$ cat config.mk
export PLATFORM = sky130hd
export DESIGN_NAME = ext_wb_arbiter
export DESIGN_NICKNAME = d
export VERILOG_FILES = /design/src/rtl/ext_wb_arbiter.sv
export SDC_FILE = /design/constraint.sdc
export NUM_CORES = 1
export LEC_CHECK = 0
export CAP_MARGIN = 15
export CELL_PAD_IN_SITES_DETAIL_PLACEMENT = 2
export CELL_PAD_IN_SITES_GLOBAL_PLACEMENT = 2
export CORE_ASPECT_RATIO = 1.4
export CORE_MARGIN = 2
export CORE_UTILIZATION = 16
export CTS_CLUSTER_DIAMETER = 200
export CTS_CLUSTER_SIZE = 16
export DETAILED_ROUTE_END_ITERATION = 7
export HOLD_SLACK_MARGIN = 0.06
export PLACE_DENSITY_LB_ADDON = 0.1
export SYNTH_ARGS = -nofsm -noshare
export SYNTH_HDL_FRONTEND = slang
export SYNTH_SLANG_ARGS = --single-unit
export TNS_END_PERCENT = 30
$ cat constraint.sdc
create_clock -name clk_i -period 2.1 [get_ports clk_i]
set_input_delay 0.21 -clock clk_i [delete_from_list [all_inputs] [get_ports clk_i]]
set_output_delay 0.21 -clock clk_i [all_outputs]
set_load 0.02 [all_outputs]
$ cat src/rtl/ext_wb_arbiter.sv
// ---------------------------------------------------------------------------
// ext_wb_arbiter
//   Shares the single register-file write port among NUM_REQ external
//   execution units (MUL/DIV, FPU, LSU, CSR, ...). A round-robin arbiter
//   picks one valid unit per cycle. Its result is formatted on capture:
//   full width, sign-extended 32-bit, or NaN-boxed 32-bit for FPR targets.
//   The formatted result goes into a single registered writeback stage.
//
// Ports
//   clk_i        in   1                      clock, rising edge
//   rst_i        in   1                      synchronous reset, active-high
//   req_i        in   NUM_REQ x ext_arb_req_t per-unit payload {rd, result, word}
//   req_valid_i  in   NUM_REQ                per-unit request valid
//   req_ready_o  out  NUM_REQ                per-unit accept (one-hot or zero)
//   wb_rd_o      out  $clog2(NUM_REGS)       writeback destination register
//   wb_data_o    out  XLEN                   formatted writeback data
//   wb_valid_o   out  1                      writeback valid
//   wb_ready_i   in   1                      regfile accepts the writeback
//
// The wb_* outputs come straight from flops. There is no combinational
// path from req_* to wb_*.
// ---------------------------------------------------------------------------

package ext_wb_arbiter_pkg;

  localparam int unsigned XLEN     = 64;
  localparam int unsigned NUM_REGS = 64;
  localparam int unsigned RD_W     = $clog2(NUM_REGS);

  // Request payload presented by each execution unit.
  typedef struct packed {
    logic [RD_W-1:0] rd;      // destination; rd >= 32 selects the FPR half
    logic [XLEN-1:0] result;  // raw result from the unit
    logic            word;    // 1: only result[31:0] is meaningful
  } ext_arb_req_t;

endpackage

module ext_wb_arbiter #(
  parameter int unsigned NUM_REQ  = 4,
  // XLEN and NUM_REGS must agree with the widths used in ext_arb_req_t.
  parameter int unsigned XLEN     = ext_wb_arbiter_pkg::XLEN,
  parameter int unsigned NUM_REGS = ext_wb_arbiter_pkg::NUM_REGS
) (
  input  logic                                          clk_i,
  input  logic                                          rst_i,
  input  ext_wb_arbiter_pkg::ext_arb_req_t [NUM_REQ-1:0] req_i,
  input  logic [NUM_REQ-1:0]                            req_valid_i,
  output logic [NUM_REQ-1:0]                            req_ready_o,
  output logic [$clog2(NUM_REGS)-1:0]                   wb_rd_o,
  output logic [XLEN-1:0]                               wb_data_o,
  output logic                                          wb_valid_o,
  input  logic                                          wb_ready_i
);

  localparam int unsigned RD_W  = $clog2(NUM_REGS);
  localparam int unsigned PTR_W = (NUM_REQ > 1) ? $clog2(NUM_REQ) : 1;

  localparam logic [RD_W-1:0]  FPR_BASE = RD_W'(32);
  localparam logic [RD_W-1:0]  RD_ZERO  = RD_W'(0);
  localparam logic [PTR_W-1:0] LAST_IDX = PTR_W'(NUM_REQ - 1);
  localparam logic [PTR_W:0]   REQ_CNT  = (PTR_W + 1)'(NUM_REQ);

  // Formats a unit result for the regfile.
  //   word=0           : full-width result
  //   word=1, GPR dest : sign-extend the low 32 bits
  //   word=1, FPR dest : NaN-box the low 32 bits (upper bits all ones)
  function automatic logic [XLEN-1:0] format_result(
    input logic [RD_W-1:0] rd,
    input logic [XLEN-1:0] result,
    input logic            word
  );
    logic [XLEN-1:0] data;
    if (!word) begin
      data = result;
    end else if (rd >= FPR_BASE) begin
      data = {{(XLEN-32){1'b1}}, result[31:0]};
    end else begin
      data = {{(XLEN-32){result[31]}}, result[31:0]};
    end
    return data;
  endfunction

  // Round-robin pointer: the highest-priority requester this cycle.
  logic [PTR_W-1:0] ptr_r;

  // Writeback output stage.
  logic             wb_valid_r;
  logic [RD_W-1:0]  wb_rd_r;
  logic [XLEN-1:0]  wb_data_r;

  // Arbitration results.
  logic [PTR_W-1:0] grant_idx_s;
  logic             grant_found_s;
  logic [PTR_W:0]   cand_sum_s;
  logic [PTR_W-1:0] cand_idx_s;
  logic [PTR_W-1:0] ptr_next_s;

  // Handshake and capture controls.
  logic             can_accept_s;
  logic             xfer_s;
  logic             load_s;

  ext_wb_arbiter_pkg::ext_arb_req_t sel_req_s;
  logic [XLEN-1:0]  fmt_data_s;

  // The output register can take new data when it is empty or draining this cycle.
  assign can_accept_s = !wb_valid_r || wb_ready_i;

  // Round-robin search: the first valid requester at or after ptr_r, wrapping modulo NUM_REQ.
  always_comb begin
    grant_idx_s   = '0;
    grant_found_s = 1'b0;
    cand_sum_s    = '0;
    cand_idx_s    = '0;
    for (int k = 0; k < int'(NUM_REQ); k++) begin
      cand_sum_s = {1'b0, ptr_r} + (PTR_W + 1)'(k);
      if (cand_sum_s >= REQ_CNT) begin
        cand_sum_s = cand_sum_s - REQ_CNT;
      end else begin
        cand_sum_s = cand_sum_s;
      end
      cand_idx_s = cand_sum_s[PTR_W-1:0];
      if (!grant_found_s && req_valid_i[cand_idx_s]) begin
        grant_idx_s   = cand_idx_s;
        grant_found_s = 1'b1;
      end else begin
        grant_idx_s   = grant_idx_s;
        grant_found_s = grant_found_s;
      end
    end
  end

  // An accept happens only outside reset and when the output stage has room.
  assign xfer_s    = grant_found_s && can_accept_s && !rst_i;
  assign sel_req_s = req_i[grant_idx_s];

  // rd==0 requests are consumed but never written back.
  assign load_s    = xfer_s && (sel_req_s.rd != RD_ZERO);

  assign fmt_data_s = format_result(sel_req_s.rd, sel_req_s.result, sel_req_s.word);

  // Pointer value after a transfer: the granted index plus one, modulo NUM_REQ.
  always_comb begin
    if (grant_idx_s == LAST_IDX) begin
      ptr_next_s = '0;
    end else begin
      ptr_next_s = grant_idx_s + PTR_W'(1);
    end
  end

  // One-hot ready for the granted unit. All bits are zero when nothing transfers.
  always_comb begin
    req_ready_o = '0;
    if (xfer_s) begin
      req_ready_o[grant_idx_s] = 1'b1;
    end else begin
      req_ready_o = '0;
    end
  end

  // Pointer register: moves only on an accepted request, so a stalled grant stays put.
  always_ff @(posedge clk_i) begin
    if (rst_i) begin
      ptr_r <= '0;
    end else if (xfer_s) begin
      ptr_r <= ptr_next_s;
    end else begin
      ptr_r <= ptr_r;
    end
  end

  // Writeback stage: a capture overrides a same-cycle drain. Otherwise a drain clears valid.
  always_ff @(posedge clk_i) begin
    if (rst_i) begin
      wb_valid_r <= 1'b0;
      wb_rd_r    <= '0;
      wb_data_r  <= '0;
    end else if (load_s) begin
      wb_valid_r <= 1'b1;
      wb_rd_r    <= sel_req_s.rd;
      wb_data_r  <= fmt_data_s;
    end else if (wb_ready_i) begin
      wb_valid_r <= 1'b0;
    end else begin
      wb_valid_r <= wb_valid_r;
    end
  end

  assign wb_valid_o = wb_valid_r;
  assign wb_rd_o    = wb_rd_r;
  assign wb_data_o  = wb_data_r;

endmodule

==> run_results.csv <==
group,metric,value,unit
synth,yosys_warnings,0,
synth,synth.avg_cell_area,6.70,um^2
pwr,static-leakage-power,4.27,nW
routing,wire_per_inst,19.9,um
grt,grt_pass1_vias,8024,
floorplanning,pin_count,366,
synth,ys_seq_elements,73,
critical_path,path_class,"reg2reg",
clock_network,clock_latency,340,ps
critical_path,timing.critical_path.arrival,2680,ps
pwr,power.density,809,nW/um^2
synth,syn-instance-count,816,
critical_path,worstPathCellList,"and2b_2, a211oi_4, nor2_4, buf_6, mux2i_1, mux2_4, a41o_4, clkbuf_16, a211oi_2, nor3_2",
critical_path,cp_data_required_time,2290,ps
timing,final.setup.worst_slack,-390,ps
routing,detail_route.drc_violations,0,
timing,finalHoldViolations,0,
timing,worst_slew_margin_rel,0.364,
floorplanning,die_w,160,um
grt,largest_net_degree_at_the_start_of_global_routing,75,
clock_network,htree_levels,3,
final_layout,layout-area-overhead-vs-synth,99.9,%
timing,hold_slack,152,ps
critical_path,crit_fanout,7,
placed_design,detailedPlace.worstSlack,-762,ps
floorplanning,starting_density_of_the_core,0.161,
routing,detail_route.wirelength,33200,um
run_status,failed_checks,"negative setup slack",
run_status,outcome,"complete, but fails checks",
timing,timing_limited_maximum_frequency,402,MHz
placed_design,place_area,9920,um^2
routing,drt-vias-per-instance,4.40,
timing,measured_slew_at_the_worst_slew_check_pin,954,ps
synth,synth_top_area_frac,0.267,
final_layout,final_nets,1504,
floorplanning,design.die.area,35700,um^2
grt,globalRouteOverflowTotal,0,
clock_network,cts_num_sinks,73,
floorplanning,row_count,80,
final_layout,final_layout_size_suffix_gt1_frac,0.179,
timing,totalNegativeSetupSlack,-23570,ps
synth,yosys.cell_types.count,43,
floorplanning,die-height,223,um
timing,finalSetupViolations,75,
job,max-cap-violations,0,
routing,drtPass1Iterations,4,
routing,drt-initial-drc-count,176,
placed_design,gp_congestion,0.724,
clock_network,cts.reportedPaths.clkPinSlew,60,ps
clock_network,post_cts_hold_buffer_count,0,
worst_hold_path,timing.hold.worst.class,"in2reg",
timing,final.setup_skew,5.00,ps
synth,ys_top_cells_by_area,"sky130_fd_sc_hd__dfxtp_1 27%, sky130_fd_sc_hd__nand2_1 20%, sky130_fd_sc_hd__nand3_1 10%, sky130_fd_sc_hd__a211oi_2 6.9%, sky130_fd_sc_hd__nor3_2 5.3%",
clock_network,cts.path.max_buffers,2,
pwr,irDropWorstVdd,340,uV
timing,final_min_period_over_clock_period,1.19,
critical_path,timing.critical_path.to_type,"flop",
synth,postSynthNetCount,1111,
placed_design,post-dp-hpwl,24400,um
synth,synth-seq-area-share,0.267,
routing,antenna_left,0,
final_layout,post-route-util,0.322,
timing,finalWorstPathRequiredPeriod,2490,ps
clock_network,cts_tree,"done",
routing,detailroute.via_count,7333,
synth,synth_top_cell_by_area,"sky130_fd_sc_hd__dfxtp_1",
grt,grt_first_pass_wirelength,48800,um
clock_network,cts_inserted_buffers,9,
clock_network,cts_root_buffer,"sky130_fd_sc_hd__clkbuf_16",
timing,rsz_0062_raised_after_global_routing,"true",
critical_path,timing.critical_path.from_type,"flop",
placed_design,numPortBuffers,365,
grt,initial_antenna_violation_count,1,
final_layout,final_cell_area,10900,um^2
critical_path,standard_cell_with_the_maximum_stage_delay_on_the_critical_path,"sky130_fd_sc_hd__dfxtp_4",
timing,number_of_pins_exceeding_their_max_slew_limit_in_the_final_report,0,
grt,global_route.usage.total,0.179,
synth,post_synth_instance_area,5470,um^2
critical_path,timing.critical_path.slowest_cell_delay,370,ps
floorplanning,core-area,33900,um^2
==> critical path: cells and delay by family, from the launching register on <==
family	cells	cell delay, ps
compound gates	3	800
buf+inv	2	350
flops	1	370
mux	2	430
simple gates	3	390
==> power by group <==
| part | total [W] | switching [W] | internal (W) | leakage [nW] |
|---|---|---|---|---|
| Sequential | 0.00176 | 0.000140 | 0.00161 | 0.604 |
| Clock | 0.00164 | 0.000626 | 0.00102 | 0.153 |
| Combinational | 0.00545 | 0.00290 | 0.00255 | 3.51 |
| Total | 0.00885 | 0.00366 | 0.00519 | 4.27 |
==> cells in the mapped netlist <==
cell and count:
sky130_fd_sc_hd__nand2_1 290, sky130_fd_sc_hd__nand3_1 110, sky130_fd_sc_hd__dfxtp_1 73, sky130_fd_sc_hd__nor2_1 35, sky130_fd_sc_hd__and3_1 33, sky130_fd_sc_hd__a21oi_1 32
sky130_fd_sc_hd__a31oi_1 32, sky130_fd_sc_hd__a211oi_2 30, sky130_fd_sc_hd__clkbuf_1 30, sky130_fd_sc_hd__nor3_2 29, sky130_fd_sc_hd__buf_2 23, sky130_fd_sc_hd__o21ai_0 14
sky130_fd_sc_hd__buf_4 9, sky130_fd_sc_hd__buf_6 7, sky130_fd_sc_hd__mux2i_1 7, sky130_fd_sc_hd__inv_1 6, sky130_fd_sc_hd__a211oi_1 5, sky130_fd_sc_hd__nand3b_1 5
sky130_fd_sc_hd__and2_1 4, sky130_fd_sc_hd__buf_1 4, sky130_fd_sc_hd__ha_1 4, sky130_fd_sc_hd__nand2b_1 4, sky130_fd_sc_hd__a21oi_2 3, sky130_fd_sc_hd__mux2_2 3
sky130_fd_sc_hd__nor3_1 3, sky130_fd_sc_hd__a22oi_2 2, sky130_fd_sc_hd__and2b_1 2, sky130_fd_sc_hd__nand2_2 2, sky130_fd_sc_hd__a211o_1 1, sky130_fd_sc_hd__a211oi_4 1
sky130_fd_sc_hd__a21boi_0 1, sky130_fd_sc_hd__a21o_1 1, sky130_fd_sc_hd__a31o_2 1, sky130_fd_sc_hd__a41o_1 1, sky130_fd_sc_hd__a41oi_2 1, sky130_fd_sc_hd__buf_8 1
sky130_fd_sc_hd__inv_2 1, sky130_fd_sc_hd__nand4_1 1, sky130_fd_sc_hd__nor2_4 1, sky130_fd_sc_hd__nor2b_1 1, sky130_fd_sc_hd__o22ai_1 1, sky130_fd_sc_hd__o32ai_2 1
sky130_fd_sc_hd__or2_2 1
==> sequential cells by signal, indices dropped and copies added (netlist names) <==
signal	cells
ptr_r	2
wb_rd_o	6
wb_valid_o	1
wb_data_o	64
==> layout make-up <==
class / instances / area [um^2]
Tap cell: 451 / 564
Fill cell: 3930 / 23000
Clock inverter: 2 / 35.0
Timing Repair Buffer: 456 / 4710
Multi-Input combinational cell: 662 / 3840
Antenna cell: 1 / 2.50
Inverter: 7 / 38.8
Sequential cell: 73 / 1470
Clock buffer: 14 / 274
==> stage by stage <==
stage	total power (W)	std cells
floorplan	0.00430	816
global placement	0.00657	1618
detailed placement	0.00661	1618
CTS	0.00890	1660
global route	0.00950	1666
finish	0.00885	1666
==> cell families (layout without fill, tap and decap cells) <==
kind of cell    after synthesis  after routing  synth area share
compound gates              127            127             0.182
other cells                   0              1                 0
buf+inv                      81            479            0.0787
simple gates                521            521             0.444
fa+ha+maj                     4              4           0.00915
mux                          10             10            0.0190
flops                        73             73             0.267
==> final timing paths <==
| check | start | to | slack [ps] | depth (start not counted) |
|---|---|---|---|---|
| setup reg to reg | ptr_r[0]$_SDFFE_PP0P_ | wb_data_o[34]$_SDFFE_PP0P_ | -390 | 10 |
| hold / removal | rst_i | wb_data_o[30]$_SDFFE_PP0P_ | 150 | 2 |
| setup / recovery | ptr_r[0]$_SDFFE_PP0P_ | wb_data_o[34]$_SDFFE_PP0P_ | -390 | 10 |
| hold reg to reg | wb_data_o[7]$_SDFFE_PP0P_ | wb_data_o[7]$_SDFFE_PP0P_ | 460 | 2 |
==> layout by cell type, fill, tap and decap left out, types with 14 or more instances in the layout <==
master                              n
sky130_fd_sc_hd__clkdlybuf4s50_1  356
sky130_fd_sc_hd__nand2_1          290
sky130_fd_sc_hd__nand3_1          105
sky130_fd_sc_hd__dfxtp_1           71
sky130_fd_sc_hd__buf_4             58
sky130_fd_sc_hd__nor2_1            34
sky130_fd_sc_hd__and3_1            33
sky130_fd_sc_hd__nor3_2            30
sky130_fd_sc_hd__a21oi_1           30
sky130_fd_sc_hd__a31oi_1           28
sky130_fd_sc_hd__a211oi_2          25
sky130_fd_sc_hd__buf_6             15
sky130_fd_sc_hd__buf_12            14
==> what timing repair did <==
item | CTS | global route
endpoints found under the setup margin | 75 | 75
cloned | 3 | 4
setup buffers | 23 | 2
pin swaps | 19 | 3
gates resized for setup | 74 | 23
==> routing by layer <==
| layer | part of all wire | track usage | vias to the layer above | wire length, um |
|---|---|---|---|---|
| met3 | 0.057 | 0.0472 | 27 | 1880 |
| li1 | - | - | 3566 | - |
| met2 | 0.55 | 0.353 | 227 | 18200 |
| met4 | 0.025 | 0.0538 | 0 | 819 |
| met1 | 0.37 | 0.180 | 3513 | 12300 |
| met5 | 0 | 0 | - | 0 |
Power figures use the tool's default switching activity.
